**config.mk**
```make
export PLATFORM = sky130hd
export DESIGN_NAME = ifetch_unit
export DESIGN_NICKNAME = d
export VERILOG_FILES = /design/src/rtl/rv64_pkg.sv /design/src/rtl/ifetch_unit_sync_fifo.sv /design/src/rtl/ifetch_unit.sv
export SDC_FILE = /design/constraint.sdc
export NUM_CORES = 1
export LEC_CHECK = 0
export CORE_ASPECT_RATIO = 0.9
export CORE_MARGIN = 5
export CORE_UTILIZATION = 55
export CTS_CLUSTER_SIZE = 25
export DETAILED_ROUTE_END_ITERATION = 10
export GPL_TIMING_DRIVEN = 0
export PLACE_DENSITY_LB_ADDON = 0.05
export SLEW_MARGIN = 20
export SYNTH_ARGS = -nofsm -noshare
export SYNTH_HDL_FRONTEND = slang
export SYNTH_SLANG_ARGS = --single-unit
export TNS_END_PERCENT = 1
```
**constraint.sdc**
```tcl
create_clock -name clk -period 10.5 [get_ports clk]
set_clock_uncertainty 0.2 [all_clocks]
set_input_delay 3.15 -clock clk [delete_from_list [all_inputs] [get_ports clk]]
set_output_delay 3.15 -clock clk [all_outputs]
set_load 0.005 [all_outputs]
```
**src/rtl/rv64_pkg.sv**
```systemverilog
// Shared RV64I datapath types: fetch queue entry, fetch FSM states and PC helpers.
package rv64_pkg;

    localparam int XLEN = 64;
    localparam logic [31:0] NOP_INSTR = 32'h0000_0013;

    typedef struct packed {
        logic [XLEN-1:0] pc;
        logic [31:0]     instr;
        logic            misalign;
    } fetch_entry_t;

    typedef enum logic [0:0] {
        IF_RUN  = 1'b0,
        IF_TRAP = 1'b1
    } if_state_t;

    function automatic logic [XLEN-1:0] align_word(input logic [XLEN-1:0] addr);
        return addr & {{(XLEN-2){1'b1}}, 2'b00};
    endfunction

endpackage

```
**src/rtl/ifetch_unit_sync_fifo.sv**
```systemverilog
// Generic synchronous FIFO with push/pop/clear, occupancy count and register-driven head.
module sync_fifo #(
    parameter int WIDTH = 8,
    parameter int DEPTH = 4
) (
    input  logic                     clk_i,
    input  logic                     rst_i,
    input  logic                     clear_i,
    input  logic                     push_i,
    input  logic [WIDTH-1:0]         data_i,
    input  logic                     pop_i,
    output logic [$clog2(DEPTH):0]   count_o,
    output logic [WIDTH-1:0]         head_o
);

    localparam int AW = $clog2(DEPTH);
    localparam int CW = AW + 1;

    logic [WIDTH-1:0] mem_q [DEPTH];
    logic [AW-1:0]    rd_ptr_q, rd_ptr_d;
    logic [AW-1:0]    wr_ptr_q, wr_ptr_d;
    logic [CW-1:0]    count_q, count_d;
    logic [AW-1:0]    wr_idx;
    logic             do_push, do_pop;

    // A clear may coincide with a push; the pushed word becomes the only entry.
    always_comb begin
        do_pop   = pop_i && (count_q != '0);
        do_push  = push_i && ((count_q != CW'(DEPTH)) || do_pop);
        wr_idx   = wr_ptr_q;
        rd_ptr_d = rd_ptr_q;
        wr_ptr_d = wr_ptr_q;
        count_d  = count_q;
        if (clear_i) begin
            do_push  = push_i;
            wr_idx   = '0;
            rd_ptr_d = '0;
            wr_ptr_d = push_i ? AW'(1) : '0;
            count_d  = push_i ? CW'(1) : '0;
        end else begin
            if (do_push) wr_ptr_d = wr_ptr_q + AW'(1);
            if (do_pop)  rd_ptr_d = rd_ptr_q + AW'(1);
            count_d = count_q + CW'(do_push) - CW'(do_pop);
        end
    end

    always_ff @(posedge clk_i) begin
        if (rst_i) begin
            rd_ptr_q <= '0;
            wr_ptr_q <= '0;
            count_q  <= '0;
        end else begin
            rd_ptr_q <= rd_ptr_d;
            wr_ptr_q <= wr_ptr_d;
            count_q  <= count_d;
        end
    end

    always_ff @(posedge clk_i) begin
        if (do_push) mem_q[wr_idx] <= data_i;
    end

    assign count_o = count_q;
    assign head_o  = mem_q[rd_ptr_q];

endmodule

```
**src/rtl/ifetch_unit.sv**
```systemverilog
// RV64I fetch stage: PC, single outstanding imem request, prefetch queue to decode.
// Define IFETCH_MISALIGN_CHK_EN to trap misaligned redirect targets.
module ifetch_unit
    import rv64_pkg::*;
#(
    parameter logic [63:0] RESET_PC = 64'h0,
    parameter int          QDEPTH   = 4
) (
    input  logic        clk,
    input  logic        rst,
    output logic        imem_en,
    output logic [63:0] imem_addr,
    input  logic [31:0] imem_rdata,
    output logic        if_valid,
    output logic [31:0] if_instr,
    output logic [63:0] if_pc,
    input  logic        id_ready,
    input  logic        redir_valid,
    input  logic [63:0] redir_pc,
    output logic        if_misalign,
    output if_state_t   dbg_state_o
);

    localparam int CW = $clog2(QDEPTH) + 1;

    // Handshake: the head transfers on any cycle with if_valid & id_ready, unless a redirect flushes it.
    if_state_t    state_q, state_d;
    logic [63:0]  pc_q, pc_d;
    logic [63:0]  req_pc_q, req_pc_d;
    logic         inflight_q, inflight_d;

    logic [CW-1:0] q_count;
    logic [CW:0]   credit_used;
    logic          q_push, q_pop, q_clear;
    fetch_entry_t  push_entry, q_head;
    logic          redir_mis;

`ifdef IFETCH_MISALIGN_CHK_EN
    assign redir_mis   = redir_valid && (redir_pc[1:0] != 2'b00);
    assign if_misalign = if_valid & q_head.misalign;
`else
    assign redir_mis   = 1'b0;
    assign if_misalign = 1'b0;
`endif

    assign credit_used = {1'b0, q_count} + (CW+1)'(inflight_q);

    always_comb begin
        state_d    = state_q;
        pc_d       = pc_q;
        req_pc_d   = req_pc_q;
        inflight_d = 1'b0;
        imem_en    = 1'b0;
        q_push     = 1'b0;
        q_pop      = 1'b0;
        q_clear    = 1'b0;
        push_entry = '{pc: req_pc_q, instr: imem_rdata, misalign: 1'b0};

        if ((state_q == IF_RUN) && !rst && !redir_valid && (credit_used < (CW+1)'(QDEPTH)))
            imem_en = 1'b1;

        if (imem_en) begin
            pc_d       = pc_q + 64'd4;
            req_pc_d   = pc_q;
            inflight_d = 1'b1;
        end

        if (redir_valid) begin
            q_clear = 1'b1;
            pc_d    = align_word(redir_pc);
            if (redir_mis) begin
                state_d    = IF_TRAP;
                q_push     = 1'b1;
                push_entry = '{pc: redir_pc, instr: NOP_INSTR, misalign: 1'b1};
            end else begin
                state_d = IF_RUN;
            end
        end else begin
            // The trap marker stays at the head until a redirect replaces it.
            q_pop  = if_valid && id_ready && !q_head.misalign;
            q_push = inflight_q;
        end
    end

    always_ff @(posedge clk) begin
        if (rst) begin
            state_q    <= IF_RUN;
            pc_q       <= RESET_PC;
            req_pc_q   <= RESET_PC;
            inflight_q <= 1'b0;
        end else begin
            state_q    <= state_d;
            pc_q       <= pc_d;
            req_pc_q   <= req_pc_d;
            inflight_q <= inflight_d;
        end
    end

    sync_fifo #(
        .WIDTH ($bits(fetch_entry_t)),
        .DEPTH (QDEPTH)
    ) u_queue (
        .clk_i   (clk),
        .rst_i   (rst),
        .clear_i (q_clear),
        .push_i  (q_push),
        .data_i  (push_entry),
        .pop_i   (q_pop),
        .count_o (q_count),
        .head_o  (q_head)
    );

    assign imem_addr   = pc_q;
    assign if_valid    = (q_count != '0);
    assign if_instr    = q_head.instr;
    assign if_pc       = q_head.pc;
    assign dbg_state_o = state_q;

endmodule

```
==> key figures <==
Power and ir drop
  • Max VDD drop: 0.000140 V
  • P_leak: about 0.0085 uW
  • Cell Pwr Density: between 150 and 200 nW/um^2

Critical path
  • Highest fanout seen on the critical path: 10
  • Cell-by-cell listing of the critical path: clkdlybuf4s50_1 > nor2_1 > nand2_1 > clkinv_1 > clkbuf_1 > clkdlybuf4s50_1
  • Endpoint class of the critical path: output port
  • CP peak stage delay: just under 700 ps
  • Depth of the worst register-to-register path: 9
  • Library cell contributing the largest single delay on the critical path: nor2_1
  • CP arrival: about 6400 ps
  • R2R Path End: req_pc_q[59]
  • Critical path class: input port to output port
  • Most used cell, CP: clkdlybuf4s50_1
  • Required time at the worst-slack endpoint: between 7000 and 8000 ps
  • Category of the worst setup path launch point: input port
  • Flop-to-flop setup slack: 6890 ps
  • Worst reg2reg path startpoint: u_queue.count_o[1]

STA
  • Final setup violating endpoints: 0
  • Unrepaired setup endpoints after global routing: no
  • Total count of hold-check failures in the final report: 0
  • Relative max-transition margin: between 30% and 40%
  • Slew at the pin closest to its max-slew limit: roughly 1000 ps
  • Worst hold slack across all endpoints: approximately 280 ps
  • Clock period minus final worst setup slack: a little under 10,000 ps
  • Setup TNS: 0 ps
  • Period utilization: between 90 and 100%
  • Achievable frequency: between 0.1 and 0.15 GHz
  • Final-report max-slew violation count: 0

GRT
  • Via count of the first global-routing pass: 13,500
  • Maximum number of pins on one net before global-route repair: 24
  • Antenna violations before repair: 1
  • Wire length of the first global-routing pass: 82,700 um
  • GRT Overall Usage: a little over a quarter
  • GRT overflow: 0

Drt
  • Via density per instance: between 6 and 7
  • Antenna viol nets, final: 0
  • Starting DRC count in detailed routing: about 1,300
  • 1st-pass router iterations: 5
  • Routed wire per std cell: approximately 25 um
  • Remaining routing DRC violations: 0
  • Overall routed net length: ~55,000 um
  • Overall via count from detail_route: 13,300

Clocking
  • Post-CTS Setup Inserts: 0
  • Skew-Pair Late Insertion Delay: between 500 and 600 ps
  • Num CTS Buffers: 50
  • Number of gates resized after CTS: 0
  • TritonCTS clock tree: done
  • Clock Sinks: between 500 and 600
  • CTS Root Cell: clkbuf_16
  • Maximum root-to-sink buffer count: 3
  • Post-CTS Hold Fix Bufs: 0
  • Worst-path clk slew: approximately 70 ps
  • H-tree lvl count: 2

Synthesis
  • Number of standard cells after synthesis: 1,333
  • Flop and latch count out of synthesis: between 500 and 600
  • Cell Area, Synth: a little over 20,000 um^2
  • EDFF count, synth: between 300 and 400
  • Mean instance size in the synthesized netlist: 15.1 um^2
  • Post-synthesis async set-or-reset flop share: 0%
  • Top FF cell, synth: edfxtp_1
  • Sequential-to-total area share from yosys stat: a little over two thirds
  • Distinct cell type count after synthesis: 70
  • Total of warnings raised by yosys: 0

Floorplanning
  • Core area: between 30,000 and 40,000 um^2
  • Count of boundary I/O pins: around 260
  • Starting Density: around 56%
  • Standard-cell row count: between 60 and 70
  • Die area: 40,500 um^2
  • Die height: ~190 um
  • Overall die width: between 200 and 250 um

Worst hold path
  • Class of the most critical hold timing path: register to register
  • Terminating pin of the worst hold path: u_queue.wr_ptr_q[0]
  • Hold_sp: u_queue.wr_ptr_q[0]
  • Cell depth of the worst hold path: 2

Final layout
  • Diode insertion count for antenna repair: 0
  • Number of nets in the final layout: 1,770
  • Share of layout cells above drive strength 1: 13.8%
  • Leading cell type in the layout, fill and taps excluded: edfxtp_1
  • Final core area utilization: 70.7%
  • Final standard cell area without fillers: 25,600 um^2
  • Leading cell types in the layout, fill and taps excluded: edfxtp_1, clkdlybuf4s50_1, nand2_1
  • Area Overhead vs Synth: 27.0%
  • Fillers: between 2,000 and 2,500

Placement
  • GP Congestion: between 0.9 and 1
  • Total cell area at the placement stage: 23,900 um^2
  • Number of buffers added on ports: around 250
  • Detail Placement HPWL: about 38,000 um

Flow run
  • Max Cap Viol: 0

Run status
  • Outcome: finished, final reports clean
[stage by stage]
step	setup WS, ps	total power [uW]	std cells
floorplan	1370	2340	1338
global placement	-3360	2490	2068
detailed placement	875	2500	2089
CTS	868	4310	2181
global route	714	4420	2181
finish	724	4280	2181
[where the power goes]
| group | total, uW | switching, uW | internal (uW) |
|---|---|---|---|
| registers | 2230 | 43.4 | 2190 |
| logic | 230 | 116 | 115 |
| clock network | 1820 | 735 | 1090 |
[critical path: cells and delay by family]
family,cells,cell delay (ps)
simple gates,2,1250
buf+inv,4,2010
[layer usage]
| metal | up-vias | share of wire (%) | GRT usage, % |
|---|---|---|---|
| li1 | 5926 | - | - |
| met1 | 6641 | 40 | 37.2 |
| met2 | 655 | 47 | 43.0 |
| met3 | 116 | 9.5 | 6.55 |
| met4 | 2 | 3.4 | 8.94 |
| met5 | - | 0.027 | 0 |
[synth_stat cells, types with 22 or more instances]
cell type,n,share of area [%]
clkbuf_1,53,0.99
nand3_1,30,0.75
a21oi_1,76,1.9
mux4_2,94,11
dfxtp_1,134,13
or3_1,22,0.68
nand2_1,189,3.5
a31oi_1,29,0.90
nand4_1,34,1.1
edfxtp_1,376,56
nor2_1,49,0.91
[logic make-up after synthesis]
family	count (synthesis)	share of synthesized area (%)
flops	510	69.4
simple gates	414	10.6
compound gates	194	6.31
buf+inv	100	2.19
mux	95	10.6
xor+xnor	14	0.609
fa+ha+maj	5	0.348
other cells	1	0.0186
[area by class of cell]
class | instances | area, um^2 | share of cell area (%)
Multi-Input combinational cell | 728 | 5780 | 22.6
Sequential cell | 510 | 14000 | 54.6
Timing Repair Buffer | 275 | 3090 | 12.1
Buffer | 84 | 382 | 1.49
Tap cell | 476 | 596 | 2.33
Inverter | 16 | 60.1 | 0.235
Clock inverter | 21 | 280 | 1.10
Clock buffer | 71 | 1410 | 5.52
[how the worst max path moves through the flow]
stage / end / from
2_1_floorplan: u_queue.mem_q[0][0] / redir_valid
3_3_place_gp: u_queue.mem_q[0][16] / redir_valid
3_5_place_dp: imem_en / redir_valid
4_1_cts: imem_en / redir_valid
5_1_grt: imem_en / redir_valid
6_report: imem_en / redir_valid
[state kept, by name (all words and copies together) (netlist names), named ones only]
signal            count
req_pc_q             62
u_queue.rd_ptr_q      2
imem_addr            62
inflight_q            1
u_queue.wr_ptr_q      2
u_queue.count_o       3
u_queue.mem_q       376
No activity file was read; power rests on OpenSTA's default activity.
